File: config.mk
export PLATFORM = sky130hd
export DESIGN_NAME = rf4x4_pin_master
export DESIGN_NICKNAME = d
export VERILOG_FILES = /design/src/rtl/rf4x4_pkg.sv /design/src/rtl/rf4x4_pin_master.sv
export SDC_FILE = /design/constraint.sdc
export NUM_CORES = 1
export LEC_CHECK = 0
export CAP_MARGIN = 20
export CORE_ASPECT_RATIO = 0.6
export CORE_MARGIN = 2
export CORE_UTILIZATION = 45
export CTS_CLUSTER_SIZE = 8
export DETAILED_ROUTE_END_ITERATION = 8
export GPL_TIMING_DRIVEN = 0
export PLACE_DENSITY_LB_ADDON = 0.1
export SETUP_SLACK_MARGIN = 0.15
export SLEW_MARGIN = 20
export SYNTH_ARGS = -nofsm -noshare
export SYNTH_HDL_FRONTEND = slang
export SYNTH_SLANG_ARGS = --single-unit
File: constraint.sdc
create_clock -name clk -period 2.1 [get_ports clk]
set_clock_uncertainty 0.1 [all_clocks]
set_input_delay 0.315 -clock clk [delete_from_list [all_inputs] [get_ports clk]]
set_output_delay 0.315 -clock clk [all_outputs]
set_load 0.02 [all_outputs]
File: src/rtl/rf4x4_pkg.sv
`default_nettype none
// ============================================================================
// Module      : rf4x4_pkg
// Description : Shared definitions for the rf4x4 pin-level register file
//               host master: FSM state encoding, target pin bit positions,
//               address/data widths and a helper that assembles a pin word.
// Revision    : 1.0 - initial release
// ============================================================================
package rf4x4_pkg;

  localparam int ADDR_W       = 2;
  localparam int DATA_W       = 4;
  localparam int PIN_W        = 8;

  // Bit positions on the target's io_in bus.
  localparam int PIN_CLK      = 0;
  localparam int PIN_WE       = 1;
  localparam int PIN_ADDR_LSB = 2;
  localparam int PIN_DATA_LSB = 4;

  typedef enum logic [2:0] {
    IDLE     = 3'd0,
    W_SETUP  = 3'd1,
    W_HIGH   = 3'd2,
    W_HOLD   = 3'd3,
    R_SETTLE = 3'd4,
    RESP     = 3'd5
  } state_t;

  function automatic int max4(input int a, input int b, input int c, input int d);
    int m;
    m = a;
    if (b > m) m = b;
    if (c > m) m = c;
    if (d > m) m = d;
    return m;
  endfunction

  // Packs the individual pin fields into the 8-bit io_in word.
  function automatic logic [PIN_W-1:0] pin_word(input logic              pclk,
                                                input logic              we,
                                                input logic [ADDR_W-1:0] addr,
                                                input logic [DATA_W-1:0] data);
    logic [PIN_W-1:0] w;
    w                          = '0;
    w[PIN_CLK]                 = pclk;
    w[PIN_WE]                  = we;
    w[PIN_ADDR_LSB +: ADDR_W]  = addr;
    w[PIN_DATA_LSB +: DATA_W]  = data;
    return w;
  endfunction

endpackage
`default_nettype wire

File: src/rtl/rf4x4_pin_master.sv
`default_nettype none
// ============================================================================
// Module      : rf4x4_pin_master
// Description : Host-side master for the 4-entry x 4-bit pin-level register
//               file. Converts single-cycle write/read requests into a timed
//               pin sequence (setup, strobe high, hold) on the target io_in
//               bus and samples the combinational read data from io_out.
//               Optional build macro RF4X4_PIN_MASTER_WRITE_VERIFY_EN adds a
//               read-back of every write and flags mismatches on rsp_err.
// Ports       : clk, reset         - system clock, synchronous active-high reset
//               req_valid/ready    - request handshake (ready only in IDLE)
//               req_write/addr/wdata - request fields, latched on accept
//               rsp_valid          - one-cycle completion pulse
//               rsp_rdata/rsp_err  - read data / verify mismatch
//               pin_out            - drives target io_in[7:0]
//               pin_in             - target io_out[3:0]
// Revision    : 1.0 - initial release
// ============================================================================
module rf4x4_pin_master
  import rf4x4_pkg::*;
#(
  parameter int SETUP_CYC  = 2,
  parameter int HIGH_CYC   = 2,
  parameter int HOLD_CYC   = 1,
  parameter int SETTLE_CYC = 2
) (
  input  logic              clk,
  input  logic              reset,
  input  logic              req_valid,
  output logic              req_ready,
  input  logic              req_write,
  input  logic [ADDR_W-1:0] req_addr,
  input  logic [DATA_W-1:0] req_wdata,
  output logic              rsp_valid,
  output logic [DATA_W-1:0] rsp_rdata,
  output logic              rsp_err,
  output logic [PIN_W-1:0]  pin_out,
  input  logic [DATA_W-1:0] pin_in
);

  localparam int MAXC = max4(SETUP_CYC, HIGH_CYC, HOLD_CYC, SETTLE_CYC);
  localparam int CW   = $clog2(MAXC + 1);

  localparam logic [CW-1:0] c_setup_ld  = CW'(SETUP_CYC - 1);
  localparam logic [CW-1:0] c_high_ld   = CW'(HIGH_CYC - 1);
  localparam logic [CW-1:0] c_hold_ld   = CW'(HOLD_CYC - 1);
  localparam logic [CW-1:0] c_settle_ld = CW'(SETTLE_CYC - 1);

  state_t              state, state_nx;
  logic [CW-1:0]       cnt, cnt_nx;
  logic [ADDR_W-1:0]   addr_q, addr_nx;
  logic [DATA_W-1:0]   wdata_q, wdata_nx;
  logic [DATA_W-1:0]   rdata_nx;
  logic                err_nx;
  logic [PIN_W-1:0]    pin_nx;
  logic                ready_nx;
  logic                valid_nx;
  logic                accept;
`ifdef RF4X4_PIN_MASTER_WRITE_VERIFY_EN
  logic                write_q, write_nx;
`endif

  assign accept = req_valid && req_ready;

  // Next-state, counter and latched-request logic.
  always_comb begin
    state_nx = state;
    cnt_nx   = cnt;
    addr_nx  = addr_q;
    wdata_nx = wdata_q;
    rdata_nx = rsp_rdata;
    err_nx   = rsp_err;
`ifdef RF4X4_PIN_MASTER_WRITE_VERIFY_EN
    write_nx = write_q;
`endif

    case (state)
      IDLE: begin
        if (accept) begin
          addr_nx  = req_addr;
          wdata_nx = req_wdata;
`ifdef RF4X4_PIN_MASTER_WRITE_VERIFY_EN
          write_nx = req_write;
`endif
          if (req_write) begin
            state_nx = W_SETUP;
            cnt_nx   = c_setup_ld;
          end else begin
            state_nx = R_SETTLE;
            cnt_nx   = c_settle_ld;
          end
        end
      end
      W_SETUP: begin
        if (cnt == '0) begin
          state_nx = W_HIGH;
          cnt_nx   = c_high_ld;
        end else begin
          cnt_nx   = cnt - 1'b1;
        end
      end
      W_HIGH: begin
        if (cnt == '0) begin
          state_nx = W_HOLD;
          cnt_nx   = c_hold_ld;
        end else begin
          cnt_nx   = cnt - 1'b1;
        end
      end
      W_HOLD: begin
        if (cnt == '0) begin
`ifdef RF4X4_PIN_MASTER_WRITE_VERIFY_EN
          state_nx = R_SETTLE;
          cnt_nx   = c_settle_ld;
`else
          // Plain writes report no data and never an error.
          state_nx = RESP;
          cnt_nx   = '0;
          rdata_nx = '0;
          err_nx   = 1'b0;
`endif
        end else begin
          cnt_nx   = cnt - 1'b1;
        end
      end
      R_SETTLE: begin
        if (cnt == '0) begin
          // Last settle cycle: the addressed entry has had time to propagate.
          state_nx = RESP;
          cnt_nx   = '0;
          rdata_nx = pin_in;
`ifdef RF4X4_PIN_MASTER_WRITE_VERIFY_EN
          err_nx   = write_q && (pin_in != wdata_q);
`else
          err_nx   = 1'b0;
`endif
        end else begin
          cnt_nx   = cnt - 1'b1;
        end
      end
      RESP: begin
        state_nx = IDLE;
        cnt_nx   = '0;
      end
      default: begin
        state_nx = IDLE;
        cnt_nx   = '0;
      end
    endcase
  end

  // Outputs are registered, so they are decoded from the next state and take
  // effect in the same cycle the FSM enters that state.
  always_comb begin
    pin_nx   = '0;
    ready_nx = (state_nx == IDLE);
    valid_nx = (state_nx == RESP);
    case (state_nx)
      W_SETUP:  pin_nx = pin_word(1'b0, 1'b1, addr_nx, wdata_nx);
      W_HIGH:   pin_nx = pin_word(1'b1, 1'b1, addr_nx, wdata_nx);
      W_HOLD:   pin_nx = pin_word(1'b0, 1'b1, addr_nx, wdata_nx);
      R_SETTLE: pin_nx = pin_word(1'b0, 1'b0, addr_nx, '0);
      default:  pin_nx = '0;
    endcase
  end

  always_ff @(posedge clk) begin
    if (reset) begin
      state     <= IDLE;
      cnt       <= '0;
      addr_q    <= '0;
      wdata_q   <= '0;
      pin_out   <= '0;
      req_ready <= 1'b0;
      rsp_valid <= 1'b0;
      rsp_rdata <= '0;
      rsp_err   <= 1'b0;
`ifdef RF4X4_PIN_MASTER_WRITE_VERIFY_EN
      write_q   <= 1'b0;
`endif
    end else begin
      state     <= state_nx;
      cnt       <= cnt_nx;
      addr_q    <= addr_nx;
      wdata_q   <= wdata_nx;
      pin_out   <= pin_nx;
      req_ready <= ready_nx;
      rsp_valid <= valid_nx;
      rsp_rdata <= rdata_nx;
      rsp_err   <= err_nx;
`ifdef RF4X4_PIN_MASTER_WRITE_VERIFY_EN
      write_q   <= write_nx;
`endif
    end
  end

endmodule
`default_nettype wire
# Word level (Yosys, flattened, before mapping)
# Index checks and enable logic that the tools add are counted.
dict set report op_classes {
  n_eq_ne 12
  n_mux 18
  reduce_logical 9
  n_addsub 1
}
# operator count
set ops {}
lappend ops {{8-bit case mux with 3 select lines} 1}
lappend ops {{4-bit 2-to-1 mux} 4}
lappend ops {{3-bit 2-to-1 mux} 5}
lappend ops {{3-bit by 2-bit equality test with 1-bit output (second input constant)} 4}
lappend ops {{3-bit case mux with 4 select lines} 1}
lappend ops {{2-bit 2-to-1 mux} 5}
lappend ops {{3-bit equality test (second input constant)} 3}
lappend ops {{4-bit case mux with 2 select lines} 1}
lappend ops {{3-bit by 1-bit equality test with 1-bit output (second input constant)} 2}
lappend ops {{3-bit logical NOT} 2}
lappend ops {{2-bit != test (second input constant)} 3}
lappend ops {{2-bit case mux with 3 select lines} 1}
lappend ops {{2-bit OR reduction} 2}
lappend ops {{3-bit AND reduction} 1}
lappend ops {{3-bit OR reduction} 1}
lappend ops {{2-bit logical NOT} 1}
lappend ops {{2-bit nonzero test} 1}
lappend ops {{2-bit by 1-bit subtractor with 2-bit output (second input constant)} 1}
lappend ops {{1-bit logical AND} 1}
dict set report totals {
  word_cells 48
  ff_bits 25
  output_inout_bits 15
}

# Depth between registers and ports, before layout
# Gate-level depths: netlist of run 1.
dict set report logic_depth {
  ltp_word 6
  mapped_depth 5
  ltp_nobuf 4
}

# Least setup slack after synthesis of run 1
# OpenSTA, ideal clock, no wires.
dict set report synth_timing {
  path_type {register to register}
  start {reg state[1]}
  end {reg pin_out[3]}
  path_stages_with_launch 5
  t_arrival_ps 1234
  n_path_buf 0
  required_ps 1871
  setup_slack_ps 637
  path_cell_list {dfxtp_1 > or3_4 > nor2_8 > mux2i_1 > nor3_2}
}
dict set report synth_via {
  elab_chain_len 6
  elab_cells_between_ends 18
}
# element line_no
set synth_rtl {}
lappend synth_rtl {{start, declared} rf4x4_pin_master.sv:49} ;# state_t state, state_nx;
lappend synth_rtl {{start signal, assigned} rf4x4_pin_master.sv:182} ;# state <= state_nx;
lappend synth_rtl {{3-bit equality test / 3-bit by 2-bit equality test with 1-bit output (equally long branches)} rf4x4_pin_master.sv:77} ;# case (state)
lappend synth_rtl {{2-bit OR reduction (no source line)} -}
lappend synth_rtl {{3-bit case mux with 4 select lines} rf4x4_pin_master.sv:77}
lappend synth_rtl {{3-bit by 2-bit equality test with 1-bit output / 3-bit by 1-bit equality test with 1-bit output (equally long branches)} rf4x4_pin_master.sv:158} ;# case (state_nx)
lappend synth_rtl {{2-bit OR reduction (no source line)} -}
lappend synth_rtl {{8-bit case mux with 3 select lines *} rf4x4_pin_master.sv:158}
lappend synth_rtl {{end signal, assigned} rf4x4_pin_master.sv:186} ;# pin_out <= pin_nx;
lappend synth_rtl {{end, declared} rf4x4_pin_master.sv:37} ;# output logic [PIN_W-1:0] pin_out,
# Every way passes the cells marked *; elsewhere a longest branch is shown, timed or not.
# A chain may end at the register's enable or synchronous reset.

# Worst setup path after layout of run 1
dict set report layout_timing {
  start {reg req_ready}
  end {out req_ready}
}
# element line_no
set layout_rtl {}
lappend layout_rtl {{start, declared} rf4x4_pin_master.sv:30} ;# output logic req_ready,
lappend layout_rtl {{start signal, assigned} rf4x4_pin_master.sv:187} ;# req_ready <= ready_nx;
# No word-level cell between the ends.

==> impl_metrics.yaml, run 1 <==
synth:
  synth_cells: 106
  synth-seq-cells: 25
  synth-seq-area-share: 0.510
  ys_types: 29
  yosysWarnings: 0
  syn_area_um2: 982
  syn_nets: 120
  avgSynthCellArea_um2: 9.27
critical_path:
  cp-start-kind: "register"
  end_kind: "primary output"
  cp_cell_sequence: "clkdlybuf4s50_1"
  crit_slowest_cell: "clkdlybuf4s50_1"
  crit_fanout: 3
  worstPathRequired_ps: 1680
  cpPeakStageDelay_ps: 600
  critical-path-top-delay-family: "buffers and inverters"
  critPathKind: "register to primary output"
  r2r_slack_ps: 510
  arrival_ps: 1280
  critPathBufInv: 1
cts:
  hold_buffers: 0
  cts_repair_resize_count: 0
  clock-sinks: 25
  clkSlewWorstSetupHoldPaths_ps: 130
  htree_levels: 1
  cts_root_buf: "clkbuf_4"
  cts_buffers: 3
  postCtsSetupRepairBufs: 0
  cts_tree: "yes"
  clk_path_buf_depth: 2
  insertion_delay_ps: 310
final_layout:
  area_delta_synth_final_pct: 34.0
  layout.nets: 152
  antenna_cells: 0
  fillers: 200
  utilization: 0.622
  regArea_um2: 500
  drive_gt1_frac: 0.0876
  final_area_mm2: 0.00132
  multiInputGateArea_um2: 443
power:
  p_total_w: 0.00137
  p_switching_w: 0.000498
  switching_share: 0.363
  ir_worst_vdd_v: 0.000419
  p_int_w: 0.000872
  clockPowerShare: 0.149
  p_leak_nw: 0.500
  combPwrFrac: 0.423
  power.density_mw_per_mm2: 1040
  seqPwrFrac: 0.428
global_route:
  grt_pass1_vias: 680
  antenna_found_initial: 0
  grt_max_degree: 14
  grt_first_pass_wirelength_mm: 3.12
  overflow: 0
  grt_use_total: 0.167
sta:
  clock.fmax_ghz: 0.590
  rsz0062_at_grt: "false"
  slew_violations: 0
  setup-tns-final_ps: 0
  fin_hold_ws_ps: 361
  finalHoldViolCount: 0
  setup_viol: 0
  timing.final.crit_period_ps: 1700
  fin_crit_sh: 0.808
floorplanning:
  ios: 29
  core-area_mm2: 0.00211
  start_util: 0.464
  die_area_mm2: 0.00258
  die-width_um: 64.3
  rows: 13
  die_h_um: 40.2
routing:
  via_per_inst: 5.02
  wl_mm: 1.96
  antenna_left: 0
  routedWlPerCell_um: 11.7
  wl_met3_um: 161
  dr.pass1.iters: 4
  wirelength_met1_um: 981
  routed.top_layer: "met4"
  via_count: 839
  drt_iter0_drc: 61
  dr_wl_met2_um: 799
  route.detailed.drc: 0
placed_design:
  dp_hpwl_mm: 1.48
  numPortBuffers: 27
  gp_congestion: 0.834
  placed_area_mm2: 0.00129
run_status:
  run_status: "finished, final reports clean"
run:
  drv_cap: 0
hold_path:
  hold_path_class: "register to register"
==> cell usage in the layout, fill, tap and decap left out, types with 2 or more instances in the layout <==
master           count
a21oi_1              7
buf_2                4
clkbuf_1             3
clkbuf_4             3
clkdlybuf4s50_1     27
dfxtp_1             25
mux2i_1              7
nand2_1             10
nand3_1              8
nor2_1              17
nor3_1               4
nor3b_1              2
o21ai_1              2
==> per-stage QoR <==
step                worst slack (ps)  instances
finish                           404        167
global route                     337        167
CTS                              391        167
detailed placement               174        163
global placement                 185        163
floorplan                        637        106
==> layout make-up <==
| type | count | share of cell area |
|---|---|---|
| timing repair buffer | 27 | 0.205 |
| sequential | 25 | 0.380 |
| buffer | 7 | 0.0266 |
| multi-input combinational | 73 | 0.337 |
| clock buffer | 4 | 0.0200 |
| inverter | 1 | 0.00285 |
| tap | 30 | 0.0285 |
==> sequential cells by signal, summed over array words and instances (netlist names) <==
name / cells
state: 3
rsp_rdata: 4
rsp_valid: 1
req_ready: 1
addr_q: 2
pin_out: 8
wdata_q: 4
cnt: 2
==> worst paths after layout <==
path | depth (start not counted) | start | end
setup / recovery | 1 | req_ready | req_ready
hold / removal | 2 | rsp_rdata[2] | rsp_rdata[2]
setup reg to reg | 4 | state[1] | addr_q[1]
hold reg to reg | 2 | rsp_rdata[2] | rsp_rdata[2]
==> synthesized netlist by cell type <==
cell / instances / share of area
dfxtp_1: 25 / 0.51
nor2_1: 17 / 0.065
nand2_1: 10 / 0.038
nand3_1: 8 / 0.041
a21oi_1: 7 / 0.036
mux2i_1: 7 / 0.071
buf_2: 4 / 0.020
nor3_1: 4 / 0.020
clkbuf_1: 2 / 0.0076
nor3b_1: 2 / 0.015
o21ai_1: 2 / 0.010
a2111oi_1: 1 / 0.010
a22oi_1: 1 / 0.0076
a2bb2oi_1: 1 / 0.0089
and3b_1: 1 / 0.0089
buf_4: 1 / 0.0076
conb_1: 1 / 0.0038
inv_1: 1 / 0.0038
nand2b_1: 1 / 0.0064
nor2_8: 1 / 0.020
nor3_2: 1 / 0.010
nor3b_2: 1 / 0.013
o21a_1: 1 / 0.0076
o21bai_1: 1 / 0.0076
o221a_1: 1 / 0.011
o2bb2ai_1: 1 / 0.0089
o311ai_1: 1 / 0.0089
or3_4: 1 / 0.011
xor2_1: 1 / 0.0089
==> kinds of logic after synthesis <==
group | share of synthesized area
simple gates | 0.250
flops | 0.510
compound gates | 0.117
buf+inv | 0.0395
mux | 0.0713
xor+xnor | 0.00892
other cells | 0.00382
==> tightest hold or removal path: stages, from the launching register on <==
cell and delay (ps):
dfxtp_1 330, nand2_1 50, a21oi_1 50
==> metal layers <==
| metal | vias up | track usage |
|---|---|---|
| met5 | - | 0 |
| met4 | 0 | 0.0479 |
| met3 | 2 | 0.0730 |
| met2 | 28 | 0.247 |
| met1 | 385 | 0.224 |
| li1 | 424 | - |
==> power groups by stage <==
stage	clock network, W	logic (W)	registers [W]
2_1_floorplan	0	0.000367	0.000638
3_5_place_dp	0	0.000577	0.000598
5_1_grt	0.000236	0.000634	0.000598
3_3_place_gp	0	0.000565	0.000596
4_1_cts	0.000216	0.000579	0.000587
6_report	0.000204	0.000580	0.000587
No activity file was read; power rests on OpenSTA's default activity.
==> run 2, diff against run 1 <==
CORE_UTILIZATION = 41   (was 45)
clock period = 1.4 ns   (was 2.1 ns; I/O delays follow)
==> run 2 against run 1 <==
Effect of this change:
- the run now ends with negative setup slack left
- cell count up 8.4%
- sequential share of layout area down 6.4 points
- utilization up 10 points
- sequential cell count unchanged
- first-iteration DRC count down 57%
- cell area up 22%
- critical path depth up 7
- register-to-register slack worse by 660 ps
- clock power up 120%
- global-route usage up 1.9 points
- via count up 9.5%
- total power up 97%
==> impl_metrics.yaml, run 2 (synthesized netlist as in run 1, its figures left out) <==
critical_path:
  crit_fanout: 2
  rr_worst_depth: 8
  worstPathRequired_ps: 1490
  path_common_cell: "buf_6"
  critical-path-top-delay-family: "buffers and inverters"
  r2r_end: "rsp_valid"
  timing.rr.start: "state[1]"
  cpPeakStageDelay_ps: 360
  cp_cell_sequence: "buf_6, buf_6, buf_6, nor3b_4, buf_4, nand2_2, o221a_1, nor3_1"
  critPathKind: "register to register"
  critPathBufInv: 4
  arrival_ps: 1640
  crit_slowest_cell: "dfxtp_4"
  end_kind: "register"
  cp-start-kind: "register"
  r2r_slack_ps: -150
cts:
  clk_path_buf_depth: 2
  cts_buffers: 3
  htree_levels: 1
  clkSlewWorstSetupHoldPaths_ps: 90
  cts_root_buf: "clkbuf_8"
  clock-sinks: 25
  insertion_delay_ps: 270
  hold_buffers: 0
  cts_tree: "yes"
placed_design:
  numPortBuffers: 27
  gp_congestion: 0.798
  dp_hpwl_mm: 1.54
  place_ws_ps: -480
  placed_area_mm2: 0.00130
floorplanning:
  rows: 13
  die_h_um: 41.9
  die_area_mm2: 0.00282
  start_util: 0.444
  core-area_mm2: 0.00221
  ios: 29
  die-width_um: 67.2
routing:
  antenna_left: 0
  wl_mm: 2.74
  dr.pass1.iters: 4
  via_count: 919
  drt_iter0_drc: 26
  routedWlPerCell_um: 15.1
  via_per_inst: 5.08
  route.detailed.drc: 0
final_layout:
  final_area_mm2: 0.00161
  final_cell_mix: "dfxtp_1 (21), nor2_1 (15), clkdlybuf4s50_1 (13), buf_4 (9)"
  antenna_cells: 0
  fillers: 177
  layout.nets: 166
  reg_top3: "pin_out x8, rsp_rdata x4, wdata_q x4"
  final_common_cell: "dfxtp_1"
  largest_reg_flops: 8
  regMostFlops: "pin_out"
  regArea_um2: 508
  drive_gt1_frac: 0.397
  area_delta_synth_final_pct: 63.7
  multiInputGateArea_um2: 572
hold_path:
  hold_path_class: "register to register"
  min_path_cells: 2
  min_from: "rsp_rdata[2]"
  hold_end: "rsp_rdata[2]"
sta:
  fin_hold_ws_ps: 366
  fin_crit_sh: 1.10
  setup_viol: 20
  rsz0062_at_grt: "true"
  setup_ws_ps: -147
  finalHoldViolCount: 0
  clock.fmax_ghz: 0.647
  timing.final.crit_period_ps: 1550
  slew_violations: 0
power:
  power.density_mw_per_mm2: 1680
  ir_worst_vdd_v: 0.000817
  p_leak_nw: 0.642
run_status:
  failed_checks: "negative setup slack"
  run_status: "complete, but fails checks"
run:
  drv_cap: 0
global_route:
  grt_pass1_vias: 793
  antenna_found_initial: 0
  grt_use_total: 0.186
  grt_max_degree: 17
  grt_first_pass_wirelength_mm: 3.87
  overflow: 0
## run 2: how the worst max path moves through the flow
stage / startpoint / to / slack (ps) / cells past startpoint
global route: state[1] / rsp_valid / -220 / 8
global placement: reset / wdata_q[2] / -440 / 4
floorplan: state[1] / addr_q[1] / 4 / 4
detailed placement: reset / state[2] / -480 / 4
finish: state[1] / rsp_valid / -150 / 8
CTS: state[1] / pin_out[2] / -100 / 4
## run 2: layout make-up
cell class | instances | area share
clock buffers | 3 | 0.0257
flip-flops and latches | 25 | 0.316
plain buffers | 7 | 0.0436
inverters | 1 | 0.00233
clock inverters | 1 | 0.00545
repair buffers | 41 | 0.228
multi-input cells | 73 | 0.356
well taps | 30 | 0.0233
## run 2: worst reg2reg max path: stages (launching register included)
cell and delay (ps):
dfxtp_4 360, buf_6 110, buf_6 120, buf_6 110, nor3b_4 190, buf_4 140, nand2_2 40, o221a_1 140
nor3_1 150
## run 2: routing by layer
layer	vias to the layer above	wire, um	track usage
met3	4	172	0.0678
met1	422	1270	0.274
met5	-	0	0
li1	452	-	-
met4	0	24	0.0286
met2	41	1270	0.265
## run 2: power breakdown
part           switching (W)  internal, W  total, W
clock               0.000234     0.000208  0.000442
combinational       0.000692     0.000647   0.00134
sequential         0.0000785     0.000834  0.000913
total                0.00100      0.00169   0.00269
## run 2: repair_timing
item,CTS,global route
endpoints found under the setup margin,37,38
pin swaps,13,10
gates resized for setup,53,28
setup buffers,12,2
cloned,0,0
## run 2: stage by stage
stage          power, W   util  setup TNS, ps  std cells
2_1_floorplan   0.00153      -              0        106
3_3_place_gp    0.00178  0.589          -5960        163
3_5_place_dp    0.00179  0.589          -6450        163
4_1_cts         0.00252  0.701          -1250        179
5_1_grt         0.00283  0.727          -3060        181
6_report        0.00269  0.727          -1800        181
